**src/rtl/fb_scanout_if.sv**
```systemverilog
// Scan-out bundle: pixel enable, frame-buffer read port, bank-swap handshake and video pins.
interface fb_scanout_if;
  logic        i_pix_ce;
  logic [16:0] o_fb_addr;
  logic [11:0] i_fb_pixel;
  logic        o_front_sel;
  logic        i_swap_req;
  logic        o_swap_ack;
  logic        o_hsync;
  logic        o_vsync;
  logic        o_de;
  logic [11:0] o_rgb;
  logic        o_frame_start;

  modport master (
    input  i_pix_ce, i_fb_pixel, i_swap_req,
    output o_fb_addr, o_front_sel, o_swap_ack, o_hsync, o_vsync, o_de, o_rgb, o_frame_start
  );

  modport slave (
    output i_pix_ce, i_fb_pixel, i_swap_req,
    input  o_fb_addr, o_front_sel, o_swap_ack, o_hsync, o_vsync, o_de, o_rgb, o_frame_start
  );
endinterface

```
**src/rtl/fb_scanout.sv**
```systemverilog
// VGA scan-out of a pixel-doubled half-resolution frame buffer with tear-free bank swap.
// Latency counter->pins 2 pix_ce; no backpressure, everything advances only on i_pix_ce.
module fb_scanout #(
  parameter int H_ACTIVE = 640,
  parameter int H_FP     = 16,
  parameter int H_SYNC   = 96,
  parameter int H_BP     = 48,
  parameter int V_ACTIVE = 480,
  parameter int V_FP     = 10,
  parameter int V_SYNC   = 2,
  parameter int V_BP     = 33,
  parameter int FB_W     = H_ACTIVE / 2
) (
  input  logic          i_clk,
  input  logic          i_rst,
  fb_scanout_if.master  bus
);

  localparam int H_TOTAL = H_ACTIVE + H_FP + H_SYNC + H_BP;
  localparam int V_TOTAL = V_ACTIVE + V_FP + V_SYNC + V_BP;

  logic [9:0]  h_cnt;
  logic [9:0]  v_cnt;
  logic [16:0] row_base;
  logic        de1;
  logic        hs1;
  logic        vs1;
  logic        swap_pending;

  logic h_last;
  logic v_last;
  logic active0;
  logic hs0;
  logic vs0;
  logic swap_pt;

  assign h_last  = (h_cnt == 10'(H_TOTAL - 1));
  assign v_last  = (v_cnt == 10'(V_TOTAL - 1));
  assign active0 = (h_cnt < 10'(H_ACTIVE)) && (v_cnt < 10'(V_ACTIVE));
  assign hs0     = !((h_cnt >= 10'(H_ACTIVE + H_FP)) && (h_cnt < 10'(H_ACTIVE + H_FP + H_SYNC)));
  assign vs0     = !((v_cnt >= 10'(V_ACTIVE + V_FP)) && (v_cnt < 10'(V_ACTIVE + V_FP + V_SYNC)));
  // First blanking line: the displayed frame is finished, so the banks may swap.
  assign swap_pt = (h_cnt == 10'd0) && (v_cnt == 10'(V_ACTIVE));

  always_ff @(posedge i_clk) begin
    if (i_rst) begin
      h_cnt             <= '0;
      v_cnt             <= '0;
      row_base          <= '0;
      de1               <= 1'b0;
      hs1               <= 1'b1;
      vs1               <= 1'b1;
      swap_pending      <= 1'b0;
      bus.o_fb_addr     <= '0;
      bus.o_front_sel   <= 1'b0;
      bus.o_swap_ack    <= 1'b0;
      bus.o_hsync       <= 1'b1;
      bus.o_vsync       <= 1'b1;
      bus.o_de          <= 1'b0;
      bus.o_rgb         <= '0;
      bus.o_frame_start <= 1'b0;
    end else begin
      bus.o_swap_ack    <= 1'b0;
      bus.o_frame_start <= 1'b0;
      if (bus.i_swap_req) swap_pending <= 1'b1;

      if (bus.i_pix_ce) begin
        h_cnt <= h_last ? 10'd0 : h_cnt + 10'd1;
        if (h_last) begin
          v_cnt <= v_last ? 10'd0 : v_cnt + 10'd1;
          // Each frame-buffer row is shown on two lines; advance after the odd one.
          if (v_last)        row_base <= '0;
          else if (v_cnt[0]) row_base <= row_base + 17'(FB_W);
        end

        if (active0) bus.o_fb_addr <= row_base + 17'(h_cnt[9:1]);
        de1 <= active0;
        hs1 <= hs0;
        vs1 <= vs0;

        bus.o_rgb   <= de1 ? bus.i_fb_pixel : 12'd0;
        bus.o_de    <= de1;
        bus.o_hsync <= hs1;
        bus.o_vsync <= vs1;

        if (h_cnt == 10'd0 && v_cnt == 10'd0) bus.o_frame_start <= 1'b1;

        if (swap_pt && (swap_pending || bus.i_swap_req)) begin
          bus.o_front_sel <= ~bus.o_front_sel;
          swap_pending    <= 1'b0;
          bus.o_swap_ack  <= 1'b1;
        end
      end
    end
  end

endmodule

```
**src/flat_wrapper.sv**
```systemverilog
// flat-port wrapper written by rule: the top's interface ports become plain ports
module fb_scanout_flat 
#(
  parameter int H_ACTIVE = 640,
  parameter int H_FP     = 16,
  parameter int H_SYNC   = 96,
  parameter int H_BP     = 48,
  parameter int V_ACTIVE = 480,
  parameter int V_FP     = 10,
  parameter int V_SYNC   = 2,
  parameter int V_BP     = 33,
  parameter int FB_W     = H_ACTIVE / 2
)
  (i_clk, i_rst, bus_i_pix_ce, bus_i_fb_pixel, bus_i_swap_req, bus_o_fb_addr, bus_o_front_sel, bus_o_swap_ack, bus_o_hsync, bus_o_vsync, bus_o_de, bus_o_rgb, bus_o_frame_start);
  fb_scanout_if bus_i ();
  input  logic i_clk;
  input  logic i_rst;
  input wire logic [$bits(bus_i.i_pix_ce)-1:0] bus_i_pix_ce;
  input wire logic [$bits(bus_i.i_fb_pixel)-1:0] bus_i_fb_pixel;
  input wire logic [$bits(bus_i.i_swap_req)-1:0] bus_i_swap_req;
  output wire logic [$bits(bus_i.o_fb_addr)-1:0] bus_o_fb_addr;
  output wire logic [$bits(bus_i.o_front_sel)-1:0] bus_o_front_sel;
  output wire logic [$bits(bus_i.o_swap_ack)-1:0] bus_o_swap_ack;
  output wire logic [$bits(bus_i.o_hsync)-1:0] bus_o_hsync;
  output wire logic [$bits(bus_i.o_vsync)-1:0] bus_o_vsync;
  output wire logic [$bits(bus_i.o_de)-1:0] bus_o_de;
  output wire logic [$bits(bus_i.o_rgb)-1:0] bus_o_rgb;
  output wire logic [$bits(bus_i.o_frame_start)-1:0] bus_o_frame_start;
  assign bus_i.i_pix_ce = bus_i_pix_ce;
  assign bus_i.i_fb_pixel = bus_i_fb_pixel;
  assign bus_i.i_swap_req = bus_i_swap_req;
  assign bus_o_fb_addr = bus_i.o_fb_addr;
  assign bus_o_front_sel = bus_i.o_front_sel;
  assign bus_o_swap_ack = bus_i.o_swap_ack;
  assign bus_o_hsync = bus_i.o_hsync;
  assign bus_o_vsync = bus_i.o_vsync;
  assign bus_o_de = bus_i.o_de;
  assign bus_o_rgb = bus_i.o_rgb;
  assign bus_o_frame_start = bus_i.o_frame_start;
  fb_scanout #(.H_ACTIVE(H_ACTIVE), .H_FP(H_FP), .H_SYNC(H_SYNC), .H_BP(H_BP), .V_ACTIVE(V_ACTIVE), .V_FP(V_FP), .V_SYNC(V_SYNC), .V_BP(V_BP), .FB_W(FB_W)) u_core (.i_clk(i_clk), .i_rst(i_rst), .bus(bus_i));
endmodule
```
**config.mk**
```make
export PLATFORM = sky130hd
export DESIGN_NAME = fb_scanout_flat
export DESIGN_NICKNAME = d
export VERILOG_FILES = /design/src/rtl/fb_scanout_if.sv /design/src/rtl/fb_scanout.sv /design/src/flat_wrapper.sv
export SDC_FILE = /design/constraint.sdc
export NUM_CORES = 1
export LEC_CHECK = 0
export ABC_AREA = 1
export CAP_MARGIN = 0
export CORE_MARGIN = 2
export CORE_UTILIZATION = 50
export DETAILED_ROUTE_END_ITERATION = 10
export DONT_BUFFER_PORTS = 1
export HOLD_SLACK_MARGIN = 0.12
export PLACE_DENSITY = 0.72
export REMOVE_ABC_BUFFERS = 1
export SLEW_MARGIN = 30
export SYNTH_ARGS = -nofsm -noshare
export SYNTH_HDL_FRONTEND = slang
export SYNTH_SLANG_ARGS = --single-unit
```
**constraint.sdc**
```tcl
create_clock -name i_clk -period 1.9 [get_ports i_clk]
set_input_delay 0.38 -clock i_clk [delete_from_list [all_inputs] [get_ports i_clk]]
set_output_delay 0.38 -clock i_clk [all_outputs]
set_load 0.005 [all_outputs]
```
**Word-level counts from Yosys, hierarchy flattened**

Cells that the tools add are included.

- Bits in registers: 76
- Input bits: 16
- Output and inout bits: 35
- Word-level logic and storage cells: 57

- $add $sub $neg: 4
- $lt $le $gt $ge: 6
- Eq/ne operators: 3
- Multiplexer cells: 10
- Bitwise operators: 2
- Reduce and logical (&&, ||, !) cells: 17

Operators with widths:

| operator | count |
|---|---|
| $mux 17 | 2 |
| $add 10x1->10 const B | 2 |
| $eq 10x10->1 const B | 2 |
| $logic_not 10->1 | 2 |
| $lt 10x10->1 const B | 2 |
| $lt 10x9->1 const B | 2 |
| $mux 10 | 2 |
| $add 17x9->17 | 1 |
| $add 17x9->17 const B | 1 |
| $mux 12 | 1 |
| $eq 10x9->1 const B | 1 |
| $ge 10x10->1 const B | 1 |
| $ge 10x9->1 const B | 1 |
| $logic_and 1x1->1 | 6 |
| $reduce_and 2->1 | 3 |
| $mux 1 | 5 |
| $reduce_and 3->1 | 1 |
| $logic_not 1->1 | 2 |
| $not 1->1 | 2 |
| $reduce_bool 2->1 | 1 |
| $reduce_or 2->1 | 1 |
| $logic_or 1x1->1 | 1 |

**Logic depth before layout (Yosys ltp)**

Gate-level depths: netlist of run 1.

- Depth in word-level cells: 5
- Depth in mapped cells: 11
- Depth with buffers taken out: 11

**Worst setup path before layout of run 1**

No wires, ideal clock.

- Path type: reg-to-reg
- Start: register u_core.v_cnt[0]
- End: register u_core.row_base[16]
- Library setup time: 114 ps
- Arrival: 1330 ps
- Data required time: 1786 ps
- Slack: 456 ps
- Stages on the path, launching flop included: 11
- Buffers on the path: 0
- Period minus slack after synthesis: 1444 ps
- Cell sequence: dfxtp_1 inv_2 ha_1 nand3_1 nor2_2 nand2_4 nand2_2 nand2_4 inv_4 o21bai_1 nor2_1

- Longest elaborated chain between the ends: 3
- Elaborated cells on any way between the ends: 4
- Those cells by class: eq/ne (1); mux (1); reduce/logical (2)

Ends and longest elaborated chain:

| what | line | source |
|---|---|---|
| start, declared | fb_scanout.sv:23 | `logic [9:0] v_cnt;` |
| start signal, assigned | fb_scanout.sv:70 | `v_cnt <= v_last ? 10'd0 : v_cnt + 10'd1;` |
| $eq 10x10->1 | fb_scanout.sv:38 | `assign v_last = (v_cnt == 10'(V_TOTAL - 1));` |
| $reduce_bool 2->1 (no source line) | n/a |  |
| $reduce_and 3->1 (no source line) | n/a |  |
| end signal, assigned | fb_scanout.sv:73 | `else if (v_cnt[0]) row_base <= row_base + 17'(FB_W);` |
| end, declared | fb_scanout.sv:24 | `logic [16:0] row_base;` |

Parallel ways exist; a longest one is shown, timed or not.
A chain may end at the register's enable or synchronous reset.

**Worst setup path in the final report of run 1**

- Start: register u_core.h_cnt[8]
- End: register u_core.bus.o_fb_addr[16]

- Longest elaborated chain between the ends: 3
- Elaborated cells on any way between the ends: 4
- Those cells by class: add/sub (1); order compare (1); reduce/logical (2)

Ends and longest elaborated chain:

| what | line | source |
|---|---|---|
| start, declared | fb_scanout.sv:22 | `logic [9:0] h_cnt;` |
| start signal, assigned | fb_scanout.sv:68 | `h_cnt <= h_last ? 10'd0 : h_cnt + 10'd1;` |
| $lt 10x10->1 | fb_scanout.sv:39 | `assign active0 = (h_cnt < 10'(H_ACTIVE)) && (v_cnt < 10'(V_ACTIVE));` |
| $logic_and 1x1->1 | fb_scanout.sv:39 |  |
| $reduce_and 2->1 (no source line) | n/a |  |
| end signal, assigned | fb_scanout.sv:76 | `if (active0) bus.o_fb_addr <= row_base + 17'(h_cnt[9:1]);` |
| end, declared | fb_scanout_if.sv:17 | `output o_fb_addr, o_front_sel, o_swap_ack, o_hsync, o_vsync, o_de, o_rgb, o_frame_start` |

Parallel ways exist; a longest one is shown, timed or not.

==> results.md, run 1 <==
- Status: finished, final reports clean
- Psw: 759 uW
- Die Y: 87.1 um
- Fin crit share: 86.1%
- H-tree depth: 3
- Cell variety after synth: 43
- Critical path class: flip-flop to flip-flop
- NumNets Final: 497
- Die Width: 87.1 um
- Synth Warn #: 0
- Full die area: 7580 um2
- Post-Synth Adder-Cell Area: 2.90%
- Share of cells above drive strength 1: 13.6%
- Initial DRC count: 142
- FMAX: 611 MHz
- P&R area growth vs syn: 7.50%
- # fillers: 636
- Post-DP HPWL: 5.20 mm
- Crit-path most repeated cell: nand2_1
- Initial Utilization: 51.4%
- Clock Pin Slew Worst Setup and Hold Paths: 0.08 ns
- Leak: 1.52 nW
- Largest net degree at the start of global routing: 28
- Vias per cell: 5.27
- Final core area utilization: 55.2%
- CTS root buf: clkbuf_8
- Post-synthesis sequential area ratio: 40.6%
- Crit path from: u_core.h_cnt[8]
- Port Buffers: 0
- Overall Power: 2.81 mW
- Crit start category: flip-flop
- Largest family of logic cells by synthesized area: simple AND/OR/NAND/NOR gates
- Crit path DAT: 1.89 ns
- Vias: 2941
- Combinational share of power: 4.8%
- Max Slew Vio Count: 0
- Maximum vdd drop: 0.460 mV
- Detail Route Antenna Nets: 0
- DP Worst Slack: 0.207 ns
- Clock tree buffer depth: 2
- Initial antenna violation count: 0
- Worst Path Max Fanout: 5
- # diodes: 0
- Seq cells post-synth: 70
- Syn avg cell area: 7.31 um2
- Vias in the first global route: 2659
- Final setup violation count: 0
- Setup_tns: 0 ns
- Drt drc: 0
- Final hold vios: 0
- IO Pins: 51
- # Max-Cap Violations: 0
- Synth Area in Simple Gates: 35.0%
- PD cells: 758 nW/um2
- XOR/XNOR Fraction of Synth Area: 2.03%
- Mux contribution to synthesized area: 0%
- Slowest stage delay, CP: 0.36 ns
- Sw frac: 27.0%
- Slew @ Worst Pin: 0.546 ns
- GRT overflow: 0
- Core area: 6720 um2
- Clock buffer count from CTS: 9
- Clk_skew: 0.0179 ns
- Compound-gate portion of the synthesized area: 11.1%
- Crit path cell chain: ha_1, nand2_1, nand2_1, nand3_1, a21oi_1, nand2_1, nand2_1, nand3_1, nand2_1, inv_1
- RSZ-0062 raised after global routing: false
- Sequential Power Share: 54.6%
- DR pass1 iterations: 5
- Setup ws final: 0.265 ns
- Mapped Area: 3450 um2
- Detailed Route WL: 7.37 mm
- Slew HR: 63.6%
- Hold_sp: i_rst
- CP max-delay cell: dfxtp_1
- Shortest period the worst path allows: 1.64 ns
- Hold Path Class: primary input to flip-flop
- Internal: 2.05 mW
- Clock Power Share: 40.6%
- Critical Path RT: 2.16 ns
- Origin of the critical flop-to-flop path: u_core.h_cnt[8]
- Wirelength per Cell: 13.2 um
- Clk_lat worst skew: 0.36 ns
- Placer Congestion: 0.856
- Gr usage total: 20.0%
- Global-route wire length before repair: 12.0 mm
- Clk sink count: 70
- Mapped Cells: 472
- Row count: 30
- CP endpoint kind: flip-flop
- TritonCTS clock tree: yes
routing by layer:
| layer | track usage (%) | share of wire [%] | vias to the layer above |
|---|---|---|---|
| li1 | - | - | 1547 |
| met1 | 26.2 | 48 | 1326 |
| met2 | 31.4 | 46 | 62 |
| met3 | 6.35 | 4.3 | 6 |
| met4 | 6.43 | 1.2 | 0 |
| met5 | 0 | 0 | - |
power by group through the flow:
| stage | clock network (mW) | registers (mW) | logic, mW |
|---|---|---|---|
| 2_1_floorplan | 0 | 1.56 | 0.0923 |
| 5_1_grt | 1.23 | 1.54 | 0.152 |
| 6_report | 1.14 | 1.54 | 0.134 |
| 3_3_place_gp | 0 | 1.57 | 0.120 |
| 3_5_place_dp | 0 | 1.57 | 0.125 |
| 4_1_cts | 1.17 | 1.54 | 0.136 |
cell usage in the layout, fill, tap and decap left out, types with 2 or more instances in the layout:
cell        n
a21oi_1    39
buf_4       3
clkbuf_8    9
clkinv_4    2
dfxtp_1    70
ha_1        8
inv_1      44
inv_2       8
inv_4       2
inv_6       3
nand2_1   105
nand2_2     5
nand2_4     5
nand3_1    36
nand3_2     3
nand4_1     9
nor2_1     52
nor2_2      5
nor2_4      2
nor3_1      6
nor3_2      5
nor3b_1     3
nor3b_2     4
o21ai_0     7
o21ai_1    15
o22ai_1     2
xnor2_1     2
xor2_1      6
cells by family (layout without fill, tap and decap cells):
group                      Yosys count  in the layout
AOI/OAI and AO/OA                   71             71
xor gates and xnor gates             8              8
adders and majority gates            8              8
buffers and inverters               69             75
DFF                                 70             70
and+or+nand+nor                    246            246
what timing repair did:
| action | in CTS | in global routing |
|---|---|---|
| resized for setup | 0 | 1 |
| hold endpoints to repair | 25 | 0 |
| hold buffers | 1 | 0 |
| endpoints found under the setup margin | 0 | 1 |
| setup buffers | 0 | 0 |
state kept, by name, indices dropped and copies added (netlist names), 10 cells and up:
register / cells
u_core.bus.o_rgb: 12
u_core.bus.o_fb_addr: 17
u_core.v_cnt: 10
u_core.h_cnt: 10
u_core.row_base: 11
cell usage after synthesis (all sizes together):
master    n  area (um2)
nand2   115         482
dfxtp    70        1400
nor2     60         264
inv      54         208
a21oi    40         204
nand3    39         210
o21ai    23         119
nor3     12        96.4
nand4     9        56.3
buf       8        53.8
ha        8         100
clkbuf    7        26.3
nor3b     7        72.6
xor2      6        52.6
o22ai     2        12.5
or2       2        12.5
xnor2     2        17.5
a211oi    1        7.51
a21o      1        7.51
a221oi    1        8.76
nand3b    1        7.51
nor4b     1        8.76
o211ai    1        7.51
o21bai    1        7.51
o41ai     1        8.76
critical path, delay by kind of cell, from the launching register on:
family / cells / cell delay, ns
flops: 1 / 0.36
compound gates: 1 / 0.26
buf+inv: 1 / 0.03
fa+ha+maj: 1 / 0.33
simple gates: 7 / 0.56
per-stage QoR:
step / instance area (um2) / cells / hold WS (ns)
6_report: 3710 / 558 / 0.142
5_1_grt: 3710 / 558 / 0.140
4_1_cts: 3710 / 558 / 0.131
3_5_place_dp: 3510 / 541 / 0.454
3_3_place_gp: 3510 / 541 / 0.447
2_1_floorplan: 3370 / 457 / 0.434
layout make-up:
class / count / area, um2 / area share [%]
Clock inverter: 7 / 62.6 / 1.69
Timing Repair Buffer: 5 / 47.5 / 1.28
Sequential cell: 70 / 1400 / 37.8
Inverter: 54 / 208 / 5.60
Clock buffer: 9 / 124 / 3.34
Tap cell: 80 / 100 / 2.70
Multi-Input combinational cell: 333 / 1770 / 47.6
final timing paths:
path | endpoint | cells past startpoint | slack [ns]
worst min register to register | u_core.v_cnt[8] | 2 | 0.49
worst min-delay path | u_core.hs1 | 2 | 0.14
worst max register to register | u_core.bus.o_fb_addr[16] | 10 | 0.26
worst max-delay path | u_core.bus.o_fb_addr[16] | 10 | 0.26
(Power assumes the default switching activity.)
==> inputs of run 2 (changes only) <==
--- a/config.mk
+++ b/config.mk
@@ -6,7 +6,6 @@
 export NUM_CORES = 1
 export LEC_CHECK = 0
 export ABC_AREA = 1
-export CAP_MARGIN = 0
 export CORE_MARGIN = 2
 export CORE_UTILIZATION = 50
 export DETAILED_ROUTE_END_ITERATION = 10
@@ -14,6 +13,7 @@
 export HOLD_SLACK_MARGIN = 0.12
 export PLACE_DENSITY = 0.72
 export REMOVE_ABC_BUFFERS = 1
+export SETUP_SLACK_MARGIN = 0.5
 export SLEW_MARGIN = 30
 export SYNTH_ARGS = -nofsm -noshare
 export SYNTH_HDL_FRONTEND = slang
==> run 2 against run 1 <==
Against the previous run: sequential share of layout area down 4.4 points; register-to-register slack improved by 0.18 ns; hold slack worse by 0.061 ns; first-iteration DRC count shrank 1.4%; utilization increased by 9.1 points; non-clock buffer count rose by 28; routed wire length grew 13%; design area is 16% higher; critical path type unchanged; largest power group unchanged.
==> results.md, run 2 (synthesis results as in run 1) <==
- Worst Path Max Fanout: 5
- Biggest registers after layout: u_core.bus.o_fb_addr: 17 flops, u_core.bus.o_rgb: 12 flops, u_core.row_base: 11 flops
- Largest net degree at the start of global routing: 29
- Cell Area, Placed: 3510 um2
- Setup_tns: 0 ns
- PD cells: 654 nW/um2
- Largest Register: u_core.bus.o_fb_addr
- # diodes: 0
- Post-DP HPWL: 5.20 mm
- Clk_skew: 0.0145 ns
- # Max-Cap Violations: 0
- Crit start category: flip-flop
- Placer Congestion: 0.856
- CP endpoint kind: flip-flop
- Drt drc: 0
- IO Pins: 51
- DR pass1 iterations: 5
- Shortest period the worst path allows: 1.46 ns
- Initial DRC count: 140
- Row count: 30
- Maximum vdd drop: 0.456 mV
- Die Y: 87.1 um
- RSZ-0062 raised after global routing: true
- Clock buffer count from CTS: 9
- Initial antenna violation count: 0
- Port Buffers: 0
- Slew @ Worst Pin: 0.483 ns
- Status: finished, final reports clean
- Critical path class: flip-flop to flip-flop
- Slew HR: 67.7%
- TritonCTS clock tree: yes
- H-tree depth: 3
- Clock tree buffer depth: 2
- Final setup violation count: 0
- Detail Route Antenna Nets: 0
- Final hold vios: 0
- Crit path DAT: 1.72 ns
- # fillers: 524
- Detailed Route WL: 8.35 mm
- Clk sink count: 70
- Vias: 3152
- Global-route wire length before repair: 12.8 mm
- Clk_lat worst skew: 0.36 ns
- Clock Pin Slew Worst Setup and Hold Paths: 0.09 ns
- Wirelength per Cell: 14.2 um
- NumNets Final: 526
- Core area: 6720 um2
- Most frequent cells in the layout: 96 x nand2_1, 48 x dfxtp_1, 41 x inv_1, 41 x nor2_1, 32 x a21oi_1
- Max reg flops: 17
- Vias per cell: 5.37
- Critical Path RT: 2.16 ns
- Leak: 1.77 nW
- Initial Utilization: 51.4%
- CTS root buf: clkbuf_8
- Max Slew Vio Count: 0
- Most common cell after layout, fill and taps aside: nand2_1
- Fin crit share: 76.9%
- P&R area growth vs syn: 25.2%
- FMAX: 685 MHz
- Die Width: 87.1 um
- Gr usage total: 21.3%
- Share of cells above drive strength 1: 32.0%
- Full die area: 7580 um2
- Final instance area: 4320 um2
- GRT overflow: 0
- Vias in the first global route: 2791
- Hold Path Class: primary input to flip-flop
-- run 2: area by class of cell --
type                       instances  area (um2)  share of cell area, %
multi-input combinational        334        2060                   47.7
tap                               80         100                   2.32
sequential                        70        1440                   33.4
inverter                          54         225                   5.21
clock inverter                     7        62.6                   1.45
timing repair buffer              33         304                   7.04
clock buffer                       9         124                   2.87
-- run 2: metrics by stage --
step,setup WS [ns],util (%),cells,power [mW],hold slack (ns)
2_1_floorplan,0.447,-,457,1.66,0.434
3_3_place_gp,0.269,52.3,541,1.69,0.447
3_5_place_dp,0.207,52.3,541,1.70,0.454
4_1_cts,0.436,60.2,575,2.85,0.0689
5_1_grt,0.340,64.3,587,2.95,0.0608
6_report,0.440,64.3,587,2.83,0.0808
-- run 2: critical path, stage by stage (launching register included) --
cell and delay, ns:
dfxtp_4 0.37, ha_4 0.27, nand2_2 0.05, nand2_2 0.09
nand3_2 0.10, a21oi_4 0.18, nand2_1 0.09, nand2_1 0.08
nand3_1 0.06, nand2_1 0.06, inv_1 0.03
-- run 2: worst paths after layout --
kind              slack, ns                  endpoint       startpoint  depth (start not counted)
hold / removal         0.08       u_core.bus.o_rgb[6]            i_rst                          1
setup reg to reg       0.44  u_core.bus.o_fb_addr[16]  u_core.h_cnt[8]                         10
setup / recovery       0.44  u_core.bus.o_fb_addr[16]  u_core.h_cnt[8]                         10
hold reg to reg        0.47           u_core.v_cnt[8]  u_core.v_cnt[8]                          2
-- run 2: metal layers --
metal | vias to the layer above | track usage, % | wire, um
met5 | - | 0 | 0
met4 | 0 | 6.43 | 156
met3 | 14 | 6.45 | 307
met2 | 61 | 33.7 | 4140
met1 | 1468 | 28.2 | 3750
li1 | 1609 | - | -
-- run 2: report_power, final --
group / total (mW) / switching [mW] / internal (mW)
clock: 1.14 / 0.637 / 0.500
combinational: 0.158 / 0.0922 / 0.0654
sequential: 1.53 / 0.0334 / 1.50
-- run 2: repair_timing --
action | 4_1_cts | 5_1_grt
setup endpoints to repair | 41 | 43
gates resized for setup | 47 | 60
setup buffers | 17 | 12
gates cloned | 1 | 0
pin swaps | 19 | 38
hold endpoints to repair | 25 | 25
